===== src/rtl/paralelo_serial_tx_if.sv =====
// Byte handshake between a data source and the serial transmitter.
interface paralelo_serial_tx_if;
  logic [7:0] data_in;
  logic       valid_in;
  logic       ready_out;

  // Source side: offers a byte and holds it until it sees ready.
  modport master (
    output data_in,
    output valid_in,
    input  ready_out
  );

  // Transmitter side: takes the byte into its holding register.
  modport slave (
    input  data_in,
    input  valid_in,
    output ready_out
  );
endinterface


===== src/rtl/paralelo_serial_tx.sv =====
// Byte-wide to serial transmitter. Sends a burst of comma bytes after
// reset so the receiver can lock, then shifts out buffered data bytes
// MSB first, one bit per clock, with commas filling idle byte slots.
module paralelo_serial_tx #(
  parameter logic [7:0] COMMA      = 8'hBC,
  parameter int         SYNC_BYTES = 4
) (
  input  logic              clk_32f,
  input  logic              reset,
  paralelo_serial_tx_if.slave tx,
  output logic              data_out,
  output logic              tx_active
);

  localparam logic [3:0] SYNC_N = SYNC_BYTES[3:0];

  typedef enum logic {
    SYNC = 1'b0,
    DATA = 1'b1
  } state_t;

  state_t     state_reg;
  logic [2:0] bit_cnt_reg;
  logic [7:0] shift_reg;
  logic [7:0] hold_reg;
  logic       hold_full_reg;
  logic [3:0] sync_cnt_reg;

  logic       load;
  logic       enter_data;
  logic       take_hold;
  logic       accept;
  logic [7:0] shift_next;

  // The holding register can take a byte only when empty and out of reset.
  assign tx.ready_out = !hold_full_reg && !reset;
  assign accept       = tx.valid_in && tx.ready_out;

  // Byte-boundary decisions and the next shift register contents.
  always_comb begin
    load       = (bit_cnt_reg == 3'd7);
    enter_data = (state_reg == SYNC) && (sync_cnt_reg == SYNC_N);
    take_hold  = 1'b0;
    shift_next = {shift_reg[6:0], 1'b0};
    if (load) begin
      if ((state_reg == SYNC) && !enter_data) begin
        shift_next = COMMA;
      end else if (hold_full_reg) begin
        shift_next = hold_reg;
        take_hold  = 1'b1;
      end else begin
        shift_next = COMMA;
      end
    end
  end

  // Serializer, holding register and SYNC/DATA sequencing.
  always_ff @(posedge clk_32f) begin
    if (reset) begin
      state_reg     <= SYNC;
      bit_cnt_reg   <= 3'd7;
      shift_reg     <= 8'h00;
      hold_reg      <= 8'h00;
      hold_full_reg <= 1'b0;
      sync_cnt_reg  <= 4'd0;
      data_out      <= 1'b0;
      tx_active     <= 1'b0;
    end else begin
      bit_cnt_reg <= bit_cnt_reg + 3'd1;
      shift_reg   <= shift_next;
      // Output the MSB of the post-edge shift contents so a freshly
      // loaded byte starts on the line right after its load edge.
      data_out    <= shift_next[7];

      if (load) begin
        if (enter_data) begin
          state_reg <= DATA;
          tx_active <= 1'b1;
        end else if (state_reg == SYNC) begin
          sync_cnt_reg <= sync_cnt_reg + 4'd1;
        end
      end

      // An accept needs an empty holding register and a load only
      // drains a full one, so the two never coincide.
      if (take_hold) begin
        hold_full_reg <= 1'b0;
      end else if (accept) begin
        hold_reg      <= tx.data_in;
        hold_full_reg <= 1'b1;
      end
    end
  end

endmodule


===== src/flat_wrapper.sv =====
// flat-port wrapper written by rule: the top's interface ports become plain ports
module paralelo_serial_tx_flat 
#(
  parameter logic [7:0] COMMA      = 8'hBC,
  parameter int         SYNC_BYTES = 4
)
  (clk_32f, reset, data_out, tx_active, tx_data_in, tx_valid_in, tx_ready_out);
  paralelo_serial_tx_if tx_i ();
  input  logic clk_32f;
  input  logic reset;
  output logic data_out;
  output logic tx_active;
  input wire logic [$bits(tx_i.data_in)-1:0] tx_data_in;
  input wire logic [$bits(tx_i.valid_in)-1:0] tx_valid_in;
  output wire logic [$bits(tx_i.ready_out)-1:0] tx_ready_out;
  assign tx_i.data_in = tx_data_in;
  assign tx_i.valid_in = tx_valid_in;
  assign tx_ready_out = tx_i.ready_out;
  paralelo_serial_tx #(.COMMA(COMMA), .SYNC_BYTES(SYNC_BYTES)) u_core (.clk_32f(clk_32f), .reset(reset), .tx(tx_i), .data_out(data_out), .tx_active(tx_active));
endmodule

===== config.mk =====
export PLATFORM = sky130hd
export DESIGN_NAME = paralelo_serial_tx_flat
export DESIGN_NICKNAME = d
export VERILOG_FILES = /design/src/rtl/paralelo_serial_tx_if.sv /design/src/rtl/paralelo_serial_tx.sv /design/src/flat_wrapper.sv
export SDC_FILE = /design/constraint.sdc
export NUM_CORES = 1
export LEC_CHECK = 0
export BUFFER_PORTS_ARGS = -buffer_cell sky130_fd_sc_hd__buf_2
export CAP_MARGIN = 25
export CELL_PAD_IN_SITES_DETAIL_PLACEMENT = 0
export CELL_PAD_IN_SITES_GLOBAL_PLACEMENT = 1
export CORE_MARGIN = 1.5
export CORE_UTILIZATION = 44
export CTS_BUF_LIST = sky130_fd_sc_hd__clkbuf_4 sky130_fd_sc_hd__clkbuf_8 sky130_fd_sc_hd__clkbuf_16
export CTS_CLUSTER_DIAMETER = 60
export DETAILED_ROUTE_END_ITERATION = 16
export PLACE_DENSITY_LB_ADDON = 0.25
export SLEW_MARGIN = 20
export SYNTH_ARGS = -nofsm -noshare
export SYNTH_HDL_FRONTEND = slang
export SYNTH_SLANG_ARGS = --single-unit

===== constraint.sdc =====
create_clock -name clk_32f -period 2.4 [get_ports clk_32f]
set_input_delay 0.12 -clock clk_32f [delete_from_list [all_inputs] [get_ports clk_32f]]
set_output_delay 0.12 -clock clk_32f [all_outputs]
set_load 0.02 [all_outputs]

# --- Word-level counts from Yosys, hierarchy flattened ---
# Index checks and enable logic that the tools add are counted.
classes:
  n_bitwise: 5
  n_reduce_logical: 12
  n_eq_ne: 2
  mux: 6
  n_addsub: 2
op_table:
  columns: ["op", "count"]
  rows:
  - ["8-bit two-way mux", 3]
  - ["1-bit inverter", 5]
  - ["4-bit by 1-bit adder with 4-bit output (second input constant)", 1]
  - ["4-bit by 3-bit == test with 1-bit output (second input constant)", 1]
  - ["1-bit logical AND", 4]
  - ["2-bit AND reduction", 2]
  - ["4-bit OR reduction", 1]
  - ["3-bit by 1-bit adder with 3-bit output (second input constant)", 1]
  - ["3-bit == test (second input constant)", 1]
  - ["1-bit logical NOT", 3]
  - ["1-bit two-way mux", 3]
  - ["3-bit AND reduction", 1]
  - ["2-bit OR reduction", 1]
word_totals:
  regBits: 25
  in_bits: 11
  elab_cells: 35
  out_inout_bits: 3

# --- Longest topological paths before layout ---
# Gate-level depths: netlist of the first run.
depth:
  ltp_word: 8
  ltp_mapped: 6
  depth_no_buf: 5

# --- Worst setup path after synthesis of the first run ---
# No wires, ideal clock.
synth_path:
  path_type: "flip-flop to flip-flop"
  startpoint: "register u_core.sync_cnt_reg[0]"
  endpoint: "register u_core.sync_cnt_reg[3]"
  path_stages_with_launch: 7
  path_slack_ps: 830
  setup_time_ps: 70
  synth_period_minus_slack_ps: 1570
  required_time_ps: 2330
  t_arrival_ps: 1499
  path_buffers: 1
  path_cell_list: "dfxtp_1 inv_1 ha_1 and3b_1 buf_6 or4_1 a21oi_1"
synth_via:
  elab_chain_len: 4
  elab_cells_between_ends: 5
  cone_classes: "add/sub: 1; eq/ne: 1; bitwise: 1; reduce/logical: 2"
synth_rtl:
  columns: ["item", "line", "rtl"]
  rows:
  - ["start, declared", "paralelo_serial_tx.sv:27", "logic [3:0] sync_cnt_reg;"]
  - ["start signal, assigned", "paralelo_serial_tx.sv:80", "sync_cnt_reg <= sync_cnt_reg + 4'd1;"]
  - ["4-bit by 3-bit == test with 1-bit output", "paralelo_serial_tx.sv:42", "enter_data = (state_reg == SYNC) && (sync_cnt_reg == SYNC_N);"]
  - ["1-bit logical AND", "paralelo_serial_tx.sv:42", null]
  - ["1-bit inverter (no source line)", null, null]
  - ["3-bit AND reduction (no source line)", null, null]
# Parallel ways exist; a longest one is shown, timed or not.
# A chain may end at the register's enable or synchronous reset.

# --- Final worst setup path of the first run ---
layout_path:
  startpoint: "register u_core.bit_cnt_reg[0]"
  endpoint: "register u_core.sync_cnt_reg[3]"
layout_via:
  elab_chain_len: 2
layout_rtl:
  columns: ["item", "line", "rtl"]
  rows:
  - ["start, declared", "paralelo_serial_tx.sv:23", "logic [2:0] bit_cnt_reg;"]
  - ["start signal, assigned", "paralelo_serial_tx.sv:69", "bit_cnt_reg <= bit_cnt_reg + 3'd1;"]
  - ["3-bit == test", "paralelo_serial_tx.sv:41", "load = (bit_cnt_reg == 3'd7);"]
  - ["3-bit AND reduction (no source line)", null, null]
# Every way passes these cells.

==> flow_metrics.tcl, run 1 <==
set metrics [dict create \
    fin_crit_sh_pct 73.4 \
    viasPerCell 5.01 \
    crit_required_ns 2.65 \
    drive_gt1_share_pct 18.1 \
    ir_worst_vdd_mv 0.443 \
    skew_ns 0.00223 \
    drt_first_pass_iters 4 \
    ctsResizeCount 0 \
    syn2layout_area_growth_pct 10.4 \
    ys_seq_area_share_pct 50.7 \
    clk_path_buf_depth 2 \
    synth-seq-cells 25 \
    worst-setup-path-type "reg2reg" \
    hold_class "in2reg" \
    p_sw_share_pct 25.7 \
    initial_core_util_pct 48.3 \
    path_max_fanout 11 \
    rsz0062_at_grt "no" \
    largest_reg_flops 8 \
    clock-sinks 25 \
    diodes 0 \
    antenna_left 0 \
    final_nets 132 \
    port_buffers 13 \
    cts_htree_levels 1 \
    place_hpwl_microns 1120 \
    netlist_area_sq_um 987 \
    cp.arrival_ns 2.01 \
    switching_power_mw 0.196 \
    drt_wl_total_microns 1600 \
    reg2reg_depth 5 \
    final_common_cell "dfxtp_1" \
    num_rows 16 \
    drc 0 \
    worst_pin_slew_ns 0.445 \
    hold_viol_final 0 \
    hold_depth 3 \
    drt_iter0_drc 6 \
    p_seq_share_pct 61.1 \
    drv_slew 0 \
    first_global_vias 727 \
    cap_violations 0 \
    die_h_microns 50.4 \
    max-slew-margin-rel_pct 70.3 \
    track_usage_pct 15.6 \
    cts_setup_buffers 0 \
    fp.dieW_microns 50.4 \
    wl_per_cell_microns 11.2 \
    clk_pin_slew_worst_paths_ns 0.13 \
    grt_max_degree 29 \
    avgSynthCellArea_sq_um 9.49 \
    cts-buffers-inserted 3 \
    p_total_mw 0.760 \
    antenna_found_initial 0 \
    pwr-share-comb_pct 15.1 \
    place_congestion 0.703 \
    netlist-cell-type-count 24 \
    cts-root-buf "clkbuf_4" \
    via_count 717 \
    final_cell_mix "dfxtp_1 (25), nor2_1 (22), buf_2 (13)" \
    setup_viol 0 \
    max_clock_freq_mhz 568 \
    ios 14 \
    dieArea_sq_mm 0.00254 \
    clock_latency_ns 0.31 \
    grt_first_pass_wirelength_microns 3010 \
    core_area_sq_mm 0.00204 \
    final.min_clock_period_ns 1.76 \
    synth_cells 104 \
    finalSetupTns_ns 0 \
    leakagePower_nw 0.454 \
    yosysWarnings 0 \
    start_kind "flip-flop" \
    powerDensity_mw_per_mm2 697 \
    overflow 0 \
    cts_hold_buf 0 \
    cp-end-kind "flip-flop" \
    synth_nets 119 \
    p_int_mw 0.564 \
    cts_tree "built" \
    status "finished, final reports clean" \
    clkPwrFrac_pct 23.7 \
]
-- synthesized netlist by cell type --
cell type	instances	area (sq um)
clkbuf_1	4	15.0
o31ai_1	1	7.51
or2_2	2	12.5
nor2_1	22	82.6
mux2i_1	8	80.1
nor2b_1	2	12.5
dfxtp_1	25	500
nand3_1	3	15.0
a21oi_1	5	25.0
o21ai_0	3	15.0
nand2b_1	4	25.0
buf_2	1	5.00
nor3b_1	1	7.51
inv_1	5	18.8
or4_1	1	7.51
and3b_1	1	8.76
o211ai_2	1	12.5
buf_6	1	11.3
or3_1	1	6.26
o32ai_1	2	17.5
o21a_1	5	37.5
and2_1	1	6.26
nand3b_1	1	7.51
ha_1	4	50.1
-- worst max-delay path, cell delays in order (launching register included) --
cell	delay (ns)
dfxtp_1	0.36
ha_1	0.15
ha_1	0.38
nand2b_1	0.18
or4_1	0.49
a21oi_1	0.15
-- power groups by stage --
| stage | registers [mW] | logic, mW | clock network (mW) |
|---|---|---|---|
| floorplan | 0.473 | 0.0874 | 0 |
| global placement | 0.473 | 0.112 | 0 |
| detailed placement | 0.474 | 0.116 | 0 |
| CTS | 0.465 | 0.117 | 0.188 |
| global route | 0.469 | 0.135 | 0.212 |
| finish | 0.465 | 0.115 | 0.180 |
-- routing by layer --
layer	share of wire, %	global-route usage (%)	vias to the layer above
li1	-	-	372
met1	47	17.8	335
met2	49	27.4	8
met3	3.3	5.65	2
met4	0.81	4.05	0
met5	0	0	-
-- final cells by class --
cell class                 instances  area (sq um)
fill                             216           952
sequential                        25           500
multi-input combinational         68           437
timing repair buffer              14          72.6
tap                               27          33.8
clock buffer                       3          22.5
inverter                           5          18.8
clock inverter                     1          5.00
-- kinds of logic after synthesis --
logic type	Yosys count	synth area share [%]
flip-flops	25	50.7
adder cells (fa/ha/maj)	4	5.07
AND/OR/NAND/NOR	39	19.4
buffers and inverters	11	5.07
multiplexers	8	8.11
AO/OA/AOI/OAI	17	11.7
-- through the flow --
| stage | instance area [sq um] | hold WS, ns | util, % | instances | setup WS, ns |
|---|---|---|---|---|---|
| 2_1_floorplan | 987 | 0.267 | - | 104 | 0.830 |
| 3_3_place_gp | 1060 | 0.354 | 52.0 | 139 | 0.719 |
| 3_5_place_dp | 1060 | 0.364 | 52.0 | 139 | 0.653 |
| 4_1_cts | 1090 | 0.0279 | 53.4 | 143 | 0.619 |
| 5_1_grt | 1090 | 0.0176 | 53.4 | 143 | 0.446 |
| 6_report | 1090 | 0.0390 | 53.4 | 143 | 0.639 |
-- path summary, 6_finish.rpt --
path | startpoint | to | slack, ns
max | u_core.bit_cnt_reg[0] | u_core.sync_cnt_reg[3] | 0.64
min | tx_data_in[4] | u_core.hold_reg[4] | 0.04
max reg2reg | u_core.bit_cnt_reg[0] | u_core.sync_cnt_reg[3] | 0.64
min reg2reg | u_core.bit_cnt_reg[0] | u_core.bit_cnt_reg[0] | 0.41
Power figures use the tool's default switching activity.
==> run 2, diff against run 1 <==
--- a/config.mk
+++ b/config.mk
@@ -5,12 +5,13 @@
 export SDC_FILE = /design/constraint.sdc
 export NUM_CORES = 1
 export LEC_CHECK = 0
+export ABC_AREA = 1
 export BUFFER_PORTS_ARGS = -buffer_cell sky130_fd_sc_hd__buf_2
 export CAP_MARGIN = 25
 export CELL_PAD_IN_SITES_DETAIL_PLACEMENT = 0
 export CELL_PAD_IN_SITES_GLOBAL_PLACEMENT = 1
 export CORE_MARGIN = 1.5
-export CORE_UTILIZATION = 44
+export CORE_UTILIZATION = 40
 export CTS_BUF_LIST = sky130_fd_sc_hd__clkbuf_4 sky130_fd_sc_hd__clkbuf_8 sky130_fd_sc_hd__clkbuf_16
 export CTS_CLUSTER_DIAMETER = 60
 export DETAILED_ROUTE_END_ITERATION = 16
==> constraint.sdc (replaced) <==
create_clock -name clk_32f -period 1.8 [get_ports clk_32f]
set_input_delay 0.09 -clock clk_32f [delete_from_list [all_inputs] [get_ports clk_32f]]
set_output_delay 0.09 -clock clk_32f [all_outputs]
set_load 0.02 [all_outputs]
==> run 2 against run 1 <==
Utilization fell by 5.1 points. Critical path type unchanged. Synthesized cell count increased by 7.7%. Total power grew 35%. Sequential power increased by 33%. Hold slack got worse by 0.023 ns. Sequential share of layout area grew 0.053 points. Global-route usage is 0.87 points lower. Maximum frequency increased by 27%. Via count rose by 8.5%. Synthesized area shrank 0.76%. Critical endpoint is now u_core.sync_cnt_reg[2]. First-iteration DRC count rose to 2.7 times the previous value.
==> flow_metrics.tcl, run 2 <==
set metrics [dict create \
    place_congestion 0.717 \
    via_count 778 \
    fin_crit_sh_pct 77.1 \
    synth_common_cells "dfxtp_1 (25), nand2_1 (14), o21ai_0 (14)" \
    drive_gt1_share_pct 22.2 \
    worst_pin_slew_ns 0.371 \
    dpl-instance-area_sq_mm 0.00106 \
    synth_nets 127 \
    ys_seq_area_share_pct 51.1 \
    drt_iter0_drc 16 \
    wl_per_cell_microns 11.2 \
    drt_first_pass_iters 4 \
    crit_start "u_core.bit_cnt_reg[0]" \
    clock_latency_ns 0.32 \
    regToRegSetupSlack_ns 0.41 \
    design_area_sq_mm 0.00109 \
    synth-seq-cells 25 \
    avgSynthCellArea_sq_um 8.75 \
    yosysTopAreaCell "dfxtp_1" \
    cts_setup_buffers 0 \
    max-slew-margin-rel_pct 75.3 \
    clk_pin_slew_worst_paths_ns 0.14 \
    synth_area_leaders "dfxtp_1 (51%), o21ai_0 (7.2%), a21oi_1 (6.6%), nand2_1 (5.4%), ha_1 (5.1%)" \
    netlist_area_sq_um 980 \
    hold_class "in2reg" \
    setup_viol 0 \
    viasPerCell 5.05 \
    synth.most_common_cell "dfxtp_1" \
    grt_first_pass_wirelength_microns 2900 \
    final_nets 142 \
    netlist-cell-type-count 22 \
    reg2reg_depth 6 \
    max_clock_freq_mhz 721 \
    port_buffers 13 \
    async_flop_share_pct 0 \
    clock-sinks 25 \
    antenna_found_initial 0 \
    r2r_end "u_core.sync_cnt_reg[2]" \
    grt_max_degree 16 \
    dieArea_sq_mm 0.00276 \
    cts-root-buf "clkbuf_4" \
    ir_worst_vdd_mv 0.480 \
    cts-buffers-inserted 3 \
    diodes 0 \
    largest_reg_flops 8 \
    cts_tree "built" \
    rsz0062_at_grt "no" \
    final_common_cell "dfxtp_1" \
    fill_cells 239 \
    syn2layout_area_growth_pct 11.1 \
    skew_ns 0.0101 \
    ios 14 \
    start_kind "flip-flop" \
    first_global_vias 644 \
    hold_start "tx_data_in[6]" \
    yosysWarnings 0 \
    ys.flop_type "dfxtp_1" \
    synth_largest_type_area_fraction_pct 51.1 \
    cap_violations 0 \
    powerDensity_mw_per_mm2 943 \
    synth_edf_count 0 \
    synth_cells 112 \
    track_usage_pct 14.7 \
    cp-end-kind "flip-flop" \
    cp.arrival_ns 1.65 \
    final_cell_mix "dfxtp_1 (25), nand2_1 (14), o21ai_0 (14)" \
    drc 0 \
    drv_slew 0 \
    endpoint "u_core.sync_cnt_reg[2]" \
    core_area_sq_mm 0.00225 \
    cts_htree_levels 1 \
    drt_wl_total_microns 1730 \
    place_hpwl_microns 1250 \
    ctsResizeCount 0 \
    cts_hold_buf 0 \
    initial_core_util_pct 43.5 \
    path_max_fanout 8 \
    leakagePower_nw 0.446 \
    die_h_microns 52.5 \
    clk_path_buf_depth 2 \
    finalSetupTns_ns 0 \
    status "finished, final reports clean" \
    reg2reg_from "u_core.bit_cnt_reg[0]" \
    final.min_clock_period_ns 1.39 \
    hold_viol_final 0 \
    overflow 0 \
    num_rows 17 \
    crit_required_ns 2.06 \
    fp.dieW_microns 52.5 \
    worst-setup-path-type "reg2reg" \
    antenna_left 0 \
]
[run 2: kinds of logic after synthesis]
logic type | after synthesis | synth area share [%]
and+or+nand+nor | 31 | 16.7
buffers and inverters | 18 | 7.92
AOI/OAI and AO/OA | 33 | 18.3
adders and majority gates | 4 | 5.11
DFF | 25 | 51.1
xor gates and xnor gates | 1 | 0.894
[run 2: report_power, final]
part,internal (mW),switching [mW]
Combinational,0.0571,0.0922
Clock,0.0850,0.172
Sequential,0.599,0.0210
[run 2: layer usage]
layer	global-route usage [%]	share of wire, %	vias to the layer above
met5	0	0	-
met1	19.2	48	353
li1	-	-	402
met4	8.97	2.0	0
met2	21.9	46	19
met3	3.43	3.6	4
[run 2: worst min path at each step]
stage,to,cells after the start
2_1_floorplan,tx_ready_out,1
3_3_place_gp,u_core.hold_reg[6],3
6_report,u_core.hold_reg[6],3
5_1_grt,u_core.hold_reg[7],3
3_5_place_dp,u_core.hold_reg[6],3
4_1_cts,u_core.hold_reg[6],3
[run 2: area by class of cell]
| type | count | area [sq um] | share of cell area (%) |
|---|---|---|---|
| clock buffer | 3 | 22.5 | 2.07 |
| timing repair buffer | 13 | 65.1 | 5.98 |
| inverter | 15 | 56.3 | 5.17 |
| multi-input combinational | 69 | 402 | 36.9 |
| sequential | 25 | 500 | 46.0 |
| clock inverter | 1 | 7.51 | 0.690 |
| tap | 28 | 35.0 | 3.22 |
[run 2: stage by stage]
stage | hold slack [ns] | instances | total power [mW] | utilization, % | setup slack [ns]
after floorplan | 0.230 | 112 | 0.740 | - | 0.648
after global placement | 0.351 | 150 | 0.778 | 46.9 | 0.503
after detailed placement | 0.357 | 150 | 0.781 | 46.9 | 0.441
after CTS | 0.0193 | 154 | 1.03 | 48.3 | 0.403
after global routing | 0.0311 | 154 | 1.08 | 48.3 | 0.249
final | 0.0163 | 154 | 1.03 | 48.3 | 0.413
[run 2: critical path, stage by stage (launching register included)]
cell,delay [ns]
dfxtp_1,0.37
ha_1,0.15
ha_1,0.28
inv_1,0.16
nor2_4,0.17
nand2_1,0.06
a21oi_1,0.13
==> run 3, diff against run 2 <==
==> constraint.sdc (replaced) <==
create_clock -name clk_32f -period 1.35 [get_ports clk_32f]
set_input_delay 0.0675 -clock clk_32f [delete_from_list [all_inputs] [get_ports clk_32f]]
set_output_delay 0.0675 -clock clk_32f [all_outputs]
set_load 0.02 [all_outputs]
==> run 3 against run 2 <==
The flow now finishes with violations (negative hold slack). Register-to-register slack worse by 0.30 ns. Sequential power is 33% higher. Via count is 1.3% higher. Non-clock buffer count is 4 higher. Clock skew is 0.0010 ns lower. Largest cell class unchanged. Largest power group unchanged.
==> flow_metrics.tcl, run 3 (synthesized netlist as in run 2, its figures left out) <==
set metrics [dict create \
    drt_first_pass_iters 4 \
    violations "negative hold slack" \
    cts-buffers-inserted 3 \
    leakagePower_nw 0.466 \
    worst_pin_slew_ns 0.358 \
    final_common_cell "dfxtp_1" \
    drc 0 \
    cp-end-kind "flip-flop" \
    max_clock_freq_mhz 807 \
    syn2layout_area_growth_pct 16.1 \
    path_cells "ha_1 > ha_4 > inv_1 > nor2_4 > nand2_1 > a21oi_1" \
    clk_path_buf_depth 2 \
    place_congestion 0.708 \
    reg2reg_depth 6 \
    diodes 0 \
    grt_max_degree 16 \
    crit_slowest_cell "dfxtp_2" \
    die_h_microns 52.5 \
    port_buffers 13 \
    antenna_found_initial 0 \
    skew_ns 0.00906 \
    largest_reg_flops 8 \
    hold_class "in2reg" \
    drive_gt1_share_pct 24.6 \
    initial_core_util_pct 43.5 \
    cts_setup_buffers 0 \
    fin_crit_sh_pct 91.8 \
    clock-sinks 25 \
    finalSetupTns_ns 0 \
    num_rows 17 \
    cts-root-buf "clkbuf_4" \
    setup_viol 0 \
    cp.arrival_ns 1.51 \
    drt_wl_total_microns 1810 \
    clk_pin_slew_worst_paths_ns 0.14 \
    met1_length_microns 855 \
    top_layer_used "met4" \
    overflow 0 \
    drv_slew 0 \
    fp.dieW_microns 52.5 \
    first_global_vias 711 \
    drt_iter0_drc 23 \
    antenna_left 0 \
    hold_ws_ns -0.00341 \
    dieArea_sq_mm 0.00276 \
    place_hpwl_microns 1310 \
    wl_met2_microns 839 \
    final.min_clock_period_ns 1.24 \
    track_usage_pct 15.8 \
    utilization_pct 50.4 \
    wl_per_cell_microns 11.5 \
    worst-setup-path-type "reg2reg" \
    critical-path-max-stage-delay_ns 0.36 \
    powerDensity_mw_per_mm2 1240 \
    path_max_fanout 8 \
    core_area_sq_mm 0.00225 \
    via_count 788 \
    rsz0062_at_grt "no" \
    ir_worst_vdd_mv 0.797 \
    final_cell_mix "dfxtp_1 (24), nand2_1 (14), o21ai_0 (14)" \
    dpl.cell_count 152 \
    cts_htree_levels 1 \
    route.met3.wl_microns 70 \
    hold_depth 3 \
    crit_required_ns 1.62 \
    final_nets 146 \
    grt_first_pass_wirelength_microns 3110 \
    viasPerCell 4.99 \
    status "complete, but fails checks" \
    fin_cells 158 \
    p_total_mw 1.41 \
    cts_tree "built" \
    start_kind "flip-flop" \
    ios 14 \
    max-slew-margin-rel_pct 76.1 \
    clock_latency_ns 0.33 \
    cap_violations 0 \
    hold_viol_final 1 \
]
[run 3: cell types whose count changed in the layout (fill, tap and decap cells not counted), sizes merged]
cell	change
buf	+2
dlygate4sd3	+2
[run 3: what timing repair did]
action / 4_1_cts / 5_1_grt
hold endpoints to repair: 2 / 0
hold buffers: 2 / 0
gates resized for setup: 1 / 2
setup endpoints to repair: 4 / 6
[run 3: path summary, 6_finish.rpt]
path,from,endpoint,slack (ns)
setup / recovery,u_core.bit_cnt_reg[0],u_core.sync_cnt_reg[0],0.11
hold / removal,tx_data_in[5],u_core.hold_reg[5],-0.003
setup reg to reg,u_core.bit_cnt_reg[0],u_core.sync_cnt_reg[0],0.11
hold reg to reg,u_core.bit_cnt_reg[0],u_core.bit_cnt_reg[0],0.43
[run 3: where the power goes]
| group | total (mW) | internal, mW | switching [mW] |
|---|---|---|---|
| combinational | 0.238 | 0.101 | 0.136 |
| clock | 0.350 | 0.114 | 0.236 |
| sequential | 0.824 | 0.799 | 0.0250 |
[run 3: area by class of cell]
class	instances	area [sq um]
clock buffer	3	22.5
clock inverter	1	7.51
fill	239	1120
inverter	15	56.3
multi-input combinational	69	414
sequential	25	502
tap	28	35.0
timing repair buffer	17	100
[run 3: metal layers]
metal  up-vias  track usage [%]
met5         -                0
met4         0             8.97
met3         5             3.43
met2        15             25.6
met1       362             19.1
li1        406                -
[run 3: stage by stage]
step           cell area, sq um  worst slack (ns)
4_1_cts                    1130            0.0523
3_5_place_dp               1070            0.0150
2_1_floorplan               980             0.198
3_3_place_gp               1070            0.0508
6_report                   1140             0.110
5_1_grt                    1140           0.00415
[run 3: critical path, delay by kind of cell (launching register included)]
| family | cells | cell delay [ns] |
|---|---|---|
| buffers and inverters | 1 | 0.11 |
| adders and majority gates | 2 | 0.35 |
| AOI/OAI and AO/OA | 1 | 0.11 |
| DFF | 1 | 0.36 |
| and+or+nand+nor | 2 | 0.24 |
